===== config.mk =====
export PLATFORM = sky130hd
export DESIGN_NAME = ahp_master
export DESIGN_NICKNAME = d
export VERILOG_FILES = /design/src/rtl/AHP_SLAVE_PKG.sv /design/src/rtl/ahp_master.sv
export SDC_FILE = /design/constraint.sdc
export NUM_CORES = 1
export LEC_CHECK = 0
export CORE_MARGIN = 2
export CORE_UTILIZATION = 44
export DETAILED_ROUTE_END_ITERATION = 16
export GPL_ROUTABILITY_DRIVEN = 1
export PLACE_DENSITY = 0.92
export SETUP_SLACK_MARGIN = 0.5
export SLEW_MARGIN = 20
export SYNTH_ARGS = -nofsm -noshare
export SYNTH_HDL_FRONTEND = slang
export SYNTH_SLANG_ARGS = --single-unit

===== constraint.sdc =====
create_clock -name HCLK -period 2.7 [get_ports HCLK]
set_input_delay 0.405 -clock HCLK [delete_from_list [all_inputs] [get_ports HCLK]]
set_output_delay 0.405 -clock HCLK [all_outputs]
set_load 0.1 [all_outputs]

===== src/rtl/AHP_SLAVE_PKG.sv =====
// Shared bus types for the AHP slave and its initiators.
package AHP_SLAVE_PKG;
   typedef enum logic [1:0] {
      IDLE    = 2'b00,
      BUSY    = 2'b01,
      NON_SEQ = 2'b10,
      SEQ     = 2'b11
   } HTRANS_ENUM;
endpackage


===== src/rtl/ahp_master.sv =====
// Single-initiator AHB-style master: one client command becomes one SINGLE or
// INCRx burst with pipelined address/data phases and HREADY wait-state support.
module ahp_master
   import AHP_SLAVE_PKG::*;
(
   input  logic        HCLK,
   input  logic        HRESETn,
   input  logic        cmd_valid,
   output logic        cmd_ready,
   input  logic        cmd_write,
   input  logic [31:0] cmd_addr,
   input  logic [1:0]  cmd_size,
   input  logic [2:0]  cmd_burst,
   input  logic [31:0] wdata,
   output logic        wdata_pop,
   output logic [31:0] rdata,
   output logic        rdata_valid,
   output logic        done,
   output logic        HSEL,
   output HTRANS_ENUM  HTRANS,
   output logic [31:0] HADDR,
   output logic        HWRITE,
   output logic [1:0]  HSIZE,
   output logic [2:0]  HBURST,
   output logic [31:0] HWDATA,
   input  logic        HREADY,
   input  logic [31:0] HRDATA
);
   localparam logic [1:0] S_IDLE  = 2'd0;
   localparam logic [1:0] S_XFER  = 2'd1;
   localparam logic [1:0] S_DRAIN = 2'd2;

   logic [1:0]  state_q, state_d;
   logic [4:0]  beats_q, beats_d;
   logic        dvalid_q, dvalid_d;
   logic        dwrite_q, dwrite_d;
   logic        cmd_ready_q, cmd_ready_d;
   logic [31:0] rdata_q, rdata_d;
   logic        rvalid_q, rvalid_d;
   logic        done_q, done_d;
   logic        hsel_q, hsel_d;
   HTRANS_ENUM  htrans_q, htrans_d;
   logic [31:0] haddr_q, haddr_d;
   logic        hwrite_q, hwrite_d;
   logic [1:0]  hsize_q, hsize_d;
   logic [2:0]  hburst_q, hburst_d;
   logic [31:0] hwdata_q, hwdata_d;

   logic [2:0]  burst_norm;
   logic [4:0]  burst_beats;
   logic [1:0]  size_norm;

   // Unsupported burst codes collapse to SINGLE, both on the bus and in the beat count.
   always_comb begin
      burst_norm  = 3'b000;
      burst_beats = 5'd1;
      case (cmd_burst)
         3'b011:  begin burst_norm = 3'b011; burst_beats = 5'd4;  end
         3'b101:  begin burst_norm = 3'b101; burst_beats = 5'd8;  end
         3'b111:  begin burst_norm = 3'b111; burst_beats = 5'd16; end
         default: ;
      endcase
      size_norm = (cmd_size == 2'd3) ? 2'd2 : cmd_size;
   end

   always_comb begin
      state_d     = state_q;
      beats_d     = beats_q;
      dvalid_d    = dvalid_q;
      dwrite_d    = dwrite_q;
      cmd_ready_d = cmd_ready_q;
      rdata_d     = rdata_q;
      rvalid_d    = 1'b0;
      done_d      = 1'b0;
      hsel_d      = hsel_q;
      htrans_d    = htrans_q;
      haddr_d     = haddr_q;
      hwrite_d    = hwrite_q;
      hsize_d     = hsize_q;
      hburst_d    = hburst_q;
      hwdata_d    = hwdata_q;

      if (HREADY && dvalid_q && !dwrite_q) begin
         rdata_d  = HRDATA;
         rvalid_d = 1'b1;
      end

      case (state_q)
         S_IDLE: begin
            cmd_ready_d = 1'b1;
            if (cmd_valid && cmd_ready_q) begin
               cmd_ready_d = 1'b0;
               beats_d     = burst_beats;
               htrans_d    = NON_SEQ;
               haddr_d     = cmd_addr;
               hsel_d      = 1'b1;
               hwrite_d    = cmd_write;
               hsize_d     = size_norm;
               hburst_d    = burst_norm;
               state_d     = S_XFER;
            end
         end
         S_XFER: begin
            if (HREADY) begin
               dvalid_d = 1'b1;
               dwrite_d = hwrite_q;
               if (hwrite_q) hwdata_d = wdata;
               beats_d = beats_q - 5'd1;
               if (beats_q != 5'd1) begin
                  haddr_d  = haddr_q + (32'd1 << hsize_q);
                  htrans_d = SEQ;
               end else begin
                  htrans_d = IDLE;
                  hsel_d   = 1'b0;
                  state_d  = S_DRAIN;
               end
            end
         end
         S_DRAIN: begin
            if (HREADY) begin
               dvalid_d    = 1'b0;
               done_d      = 1'b1;
               cmd_ready_d = 1'b1;
               state_d     = S_IDLE;
            end
         end
         default: state_d = S_IDLE;
      endcase
   end

   always_ff @(posedge HCLK or negedge HRESETn) begin
      if (!HRESETn) begin
         state_q     <= S_IDLE;
         beats_q     <= 5'd0;
         dvalid_q    <= 1'b0;
         dwrite_q    <= 1'b0;
         cmd_ready_q <= 1'b0;
         rdata_q     <= 32'd0;
         rvalid_q    <= 1'b0;
         done_q      <= 1'b0;
         hsel_q      <= 1'b0;
         htrans_q    <= IDLE;
         haddr_q     <= 32'd0;
         hwrite_q    <= 1'b0;
         hsize_q     <= 2'd0;
         hburst_q    <= 3'd0;
         hwdata_q    <= 32'd0;
      end else begin
         state_q     <= state_d;
         beats_q     <= beats_d;
         dvalid_q    <= dvalid_d;
         dwrite_q    <= dwrite_d;
         cmd_ready_q <= cmd_ready_d;
         rdata_q     <= rdata_d;
         rvalid_q    <= rvalid_d;
         done_q      <= done_d;
         hsel_q      <= hsel_d;
         htrans_q    <= htrans_d;
         haddr_q     <= haddr_d;
         hwrite_q    <= hwrite_d;
         hsize_q     <= hsize_d;
         hburst_q    <= hburst_d;
         hwdata_q    <= hwdata_d;
      end
   end

   // The client's FIFO head is consumed on the same edge that accepts the write address.
   assign wdata_pop   = (state_q == S_XFER) && HREADY && hwrite_q;
   assign cmd_ready   = cmd_ready_q;
   assign rdata       = rdata_q;
   assign rdata_valid = rvalid_q;
   assign done        = done_q;
   assign HSEL        = hsel_q;
   assign HTRANS      = htrans_q;
   assign HADDR       = haddr_q;
   assign HWRITE      = hwrite_q;
   assign HSIZE       = hsize_q;
   assign HBURST      = hburst_q;
   assign HWDATA      = hwdata_q;
endmodule


==> reports/metrics.csv <==
metric,value,unit
register area share after synthesis,53.00,%
CP peak stage delay,0.50,ns
Crit. Startpoint,HSIZE[0],
Final period util,80.53,%
Post-DP HPWL,11.63,mm
DRT iter0 DRCs,484,
number of synthesized flops with an enable pin,0,
prevailing post-synth register cell,dfrtp_1,
Layout Nets,916,
worst r2r src,HSIZE[0],
Core Box Area,0.01211,mm^2
CP Capture Type,flip-flop,
Tmin final,2.174,ns
largest net degree at the start of global routing,57,
root buf cell,clkbuf_16,
Slew Limit Headroom,51.49,%
"Clk Latency, worst-skew pair",0.42,ns
GR Overflow Total,0,
vias in the first global route,5206,
final setup margin,0.5258,ns
CP top delay family,compound AO/OA/AOI/OAI gates,
first-pass GRT wire length,25.61,mm
synthesized area,0.005524,mm^2
Total Neg Setup Slack,0,ns
Fin Clk Skew,0.008098,ns
Die X,116.0,um
worst-path maximum fanout,6,
final core utilization,71.05,%
Max Fclk,459.9,MHz
Synth cell types,62,
Post-Route WL,16.64,mm
port bufs,214,
CP Class,flip-flop to flip-flop,
Final Hold Viols,0,
Area Growth Syn to Fin,55.79,%
vias per inst,5.423,
Rows,40,
pre-CTS WS,0.3194,ns
H-tree Lvls,4,
CP max-delay cell,dfrtp_4,
CP Cell Sequence,and2_1 > ha_4 > a21oi_2 > o22ai_4 > buf_8 > buf_4 > and3_4 > a311oi_2 > a21oi_1,
Clock Sink Count,117,
die area,0.01347,mm^2
DRT antenna net count,0,
Syn Area/Cell,9.641,um^2
gate count of the mapped netlist,573,
synth warn,0,
DRC,0,
antenna violations before repair,0,
Die Y,116.0,um
status,completed,
diode count,0,
# IOs,215,
CP required,2.99,ns
critical path launch point type,flip-flop,
Max Slew Vio Count,0,
Max Cap Violations,0,
Hold Crit Class,input port to async pin,
RSZ-0062 raised after global routing,true,
CTS tree,built,
Total Routing Usage GR,24.55,%
drt pass-1 iters,5,
Synth Register Bits,117,
final hold slack,0.05000,ns
Syn Nets,686,
"FFs w/ async S/R, synth",100.0,%
final RePlAce weighted congestion,0.9319,
cts bufs inserted,17,
Worst Tran Pin Value,0.7277,ns
clock slew at reported path FFs,0.05,ns
CP arrival,2.46,ns
Starting Density,45.61,%
share of layout cells above drive strength 1,31.86,%
Final setup viols,0,
total number of vias,5336,
WL/cell,16.91,um
worst-case clock buffer depth,2,
CP bufs+invs,2,
## flip-flops by register name, summed over array words and instances, names as in the netlist, 2 cells and up
signal / flops
HADDR: 32
HBURST: 3
HSIZE: 2
HTRANS: 2
HWDATA: 32
beats_q: 5
rdata: 32
state_q: 2
## final timing paths
check | end | slack, ns | cells after the start
worst max-delay path | HADDR[19] | 0.53 | 9
worst min-delay path | rdata[30] | 0.05 | 1
worst max register to register | HADDR[19] | 0.53 | 9
worst min register to register | rdata[9] | 0.47 | 2
max in group asynchronous | HSIZE[0] | 1.93 | 2
min in group HCLK | state_q[1] | 0.39 | 2
## per-stage QoR
stage               area, um^2  std cells
floorplan                 5595        573
global placement          7691        943
detailed placement        7691        943
CTS                       8393        976
global route              8606        984
finish                    8606        984
## cell families after synthesis
| family | count (synthesis) | synth area share [%] |
|---|---|---|
| simple gates | 264 | 22.20 |
| fa+ha+maj | 7 | 1.721 |
| buf+inv | 43 | 3.443 |
| flops | 117 | 53.00 |
| xor+xnor | 2 | 0.3172 |
| compound gates | 107 | 12.62 |
| mux | 33 | 6.705 |
## cell usage in the layout, fill, tap and decap left out, drive strengths merged, types with 5 or more instances in the layout
cell,count
clkdlybuf4s50,103
o22a,5
and3,7
a31oi,6
a21oi,28
mux2,32
dfrtp,117
clkbuf,18
nor3,10
nor2,43
nand3,19
nand4,15
o21ai,23
a311oi,5
o22ai,11
bufinv,6
inv,12
ha,6
nand2,142
buf,140
## worst register-to-register path, stage by stage (launching register included)
cell	delay, ns
dfrtp_4	0.50
and2_1	0.20
ha_4	0.25
a21oi_2	0.20
o22ai_4	0.12
buf_8	0.15
buf_4	0.15
and3_4	0.16
a311oi_2	0.26
a21oi_1	0.07
## cell usage after synthesis, drive strengths merged (3+ instances only)
master	count	area, um^2
and2	4	25.02
a31oi	6	37.54
nand3b	3	22.52
o211ai	3	22.52
inv	10	37.54
ha	6	75.07
nand3	19	95.09
a22oi	3	22.52
clkbuf	18	67.56
nor2b	4	25.02
nand2b	3	18.77
o22ai	11	68.82
o22a	5	43.79
nand4	15	108.9
a211oi	3	22.52
buf	15	85.07
a21oi	28	143.9
nor2	43	171.4
nor3	10	50.05
and3	7	43.79
mux2	32	360.4
o221ai	3	26.28
nor4	4	40.04
dfrtp	117	2928
a311oi	5	43.79
o21ai	23	118.9
nand2	142	533.0
## what timing repair did
| item | 4_1_cts | 5_1_grt |
|---|---|---|
| hold buffers | 0 | 0 |
| endpoints found under the hold margin | 0 | 0 |
| setup buffers | 1 | 8 |
| pin swaps | 1 | 10 |
| resized for setup | 3 | 31 |
| setup endpoints to repair | 8 | 22 |
| cloned | 0 | 0 |
## final cells by class
cell class                      instances  area [um^2]
Clock inverter                         14        247.7
Sequential cell                       117         2957
Fill cell                             910         3506
Multi-Input combinational cell        413         2564
Clock buffer                           18        439.2
Timing Repair Buffer                  244         2147
Inverter                               10        41.29
Tap cell                              168        210.2
## routing by layer
layer / routed length (um) / vias up / global-route usage [%]
li1: - / 2489 / -
met1: 6550 / 2497 / 30.61
met2: 8050 / 298 / 39.69
met3: 1530 / 52 / 7.270
met4: 510 / 0 / 10.95
met5: 0 / - / 0
Power is not shown: default switching activity piles up to over one toggle a cycle in this logic, so the estimate is an artifact.
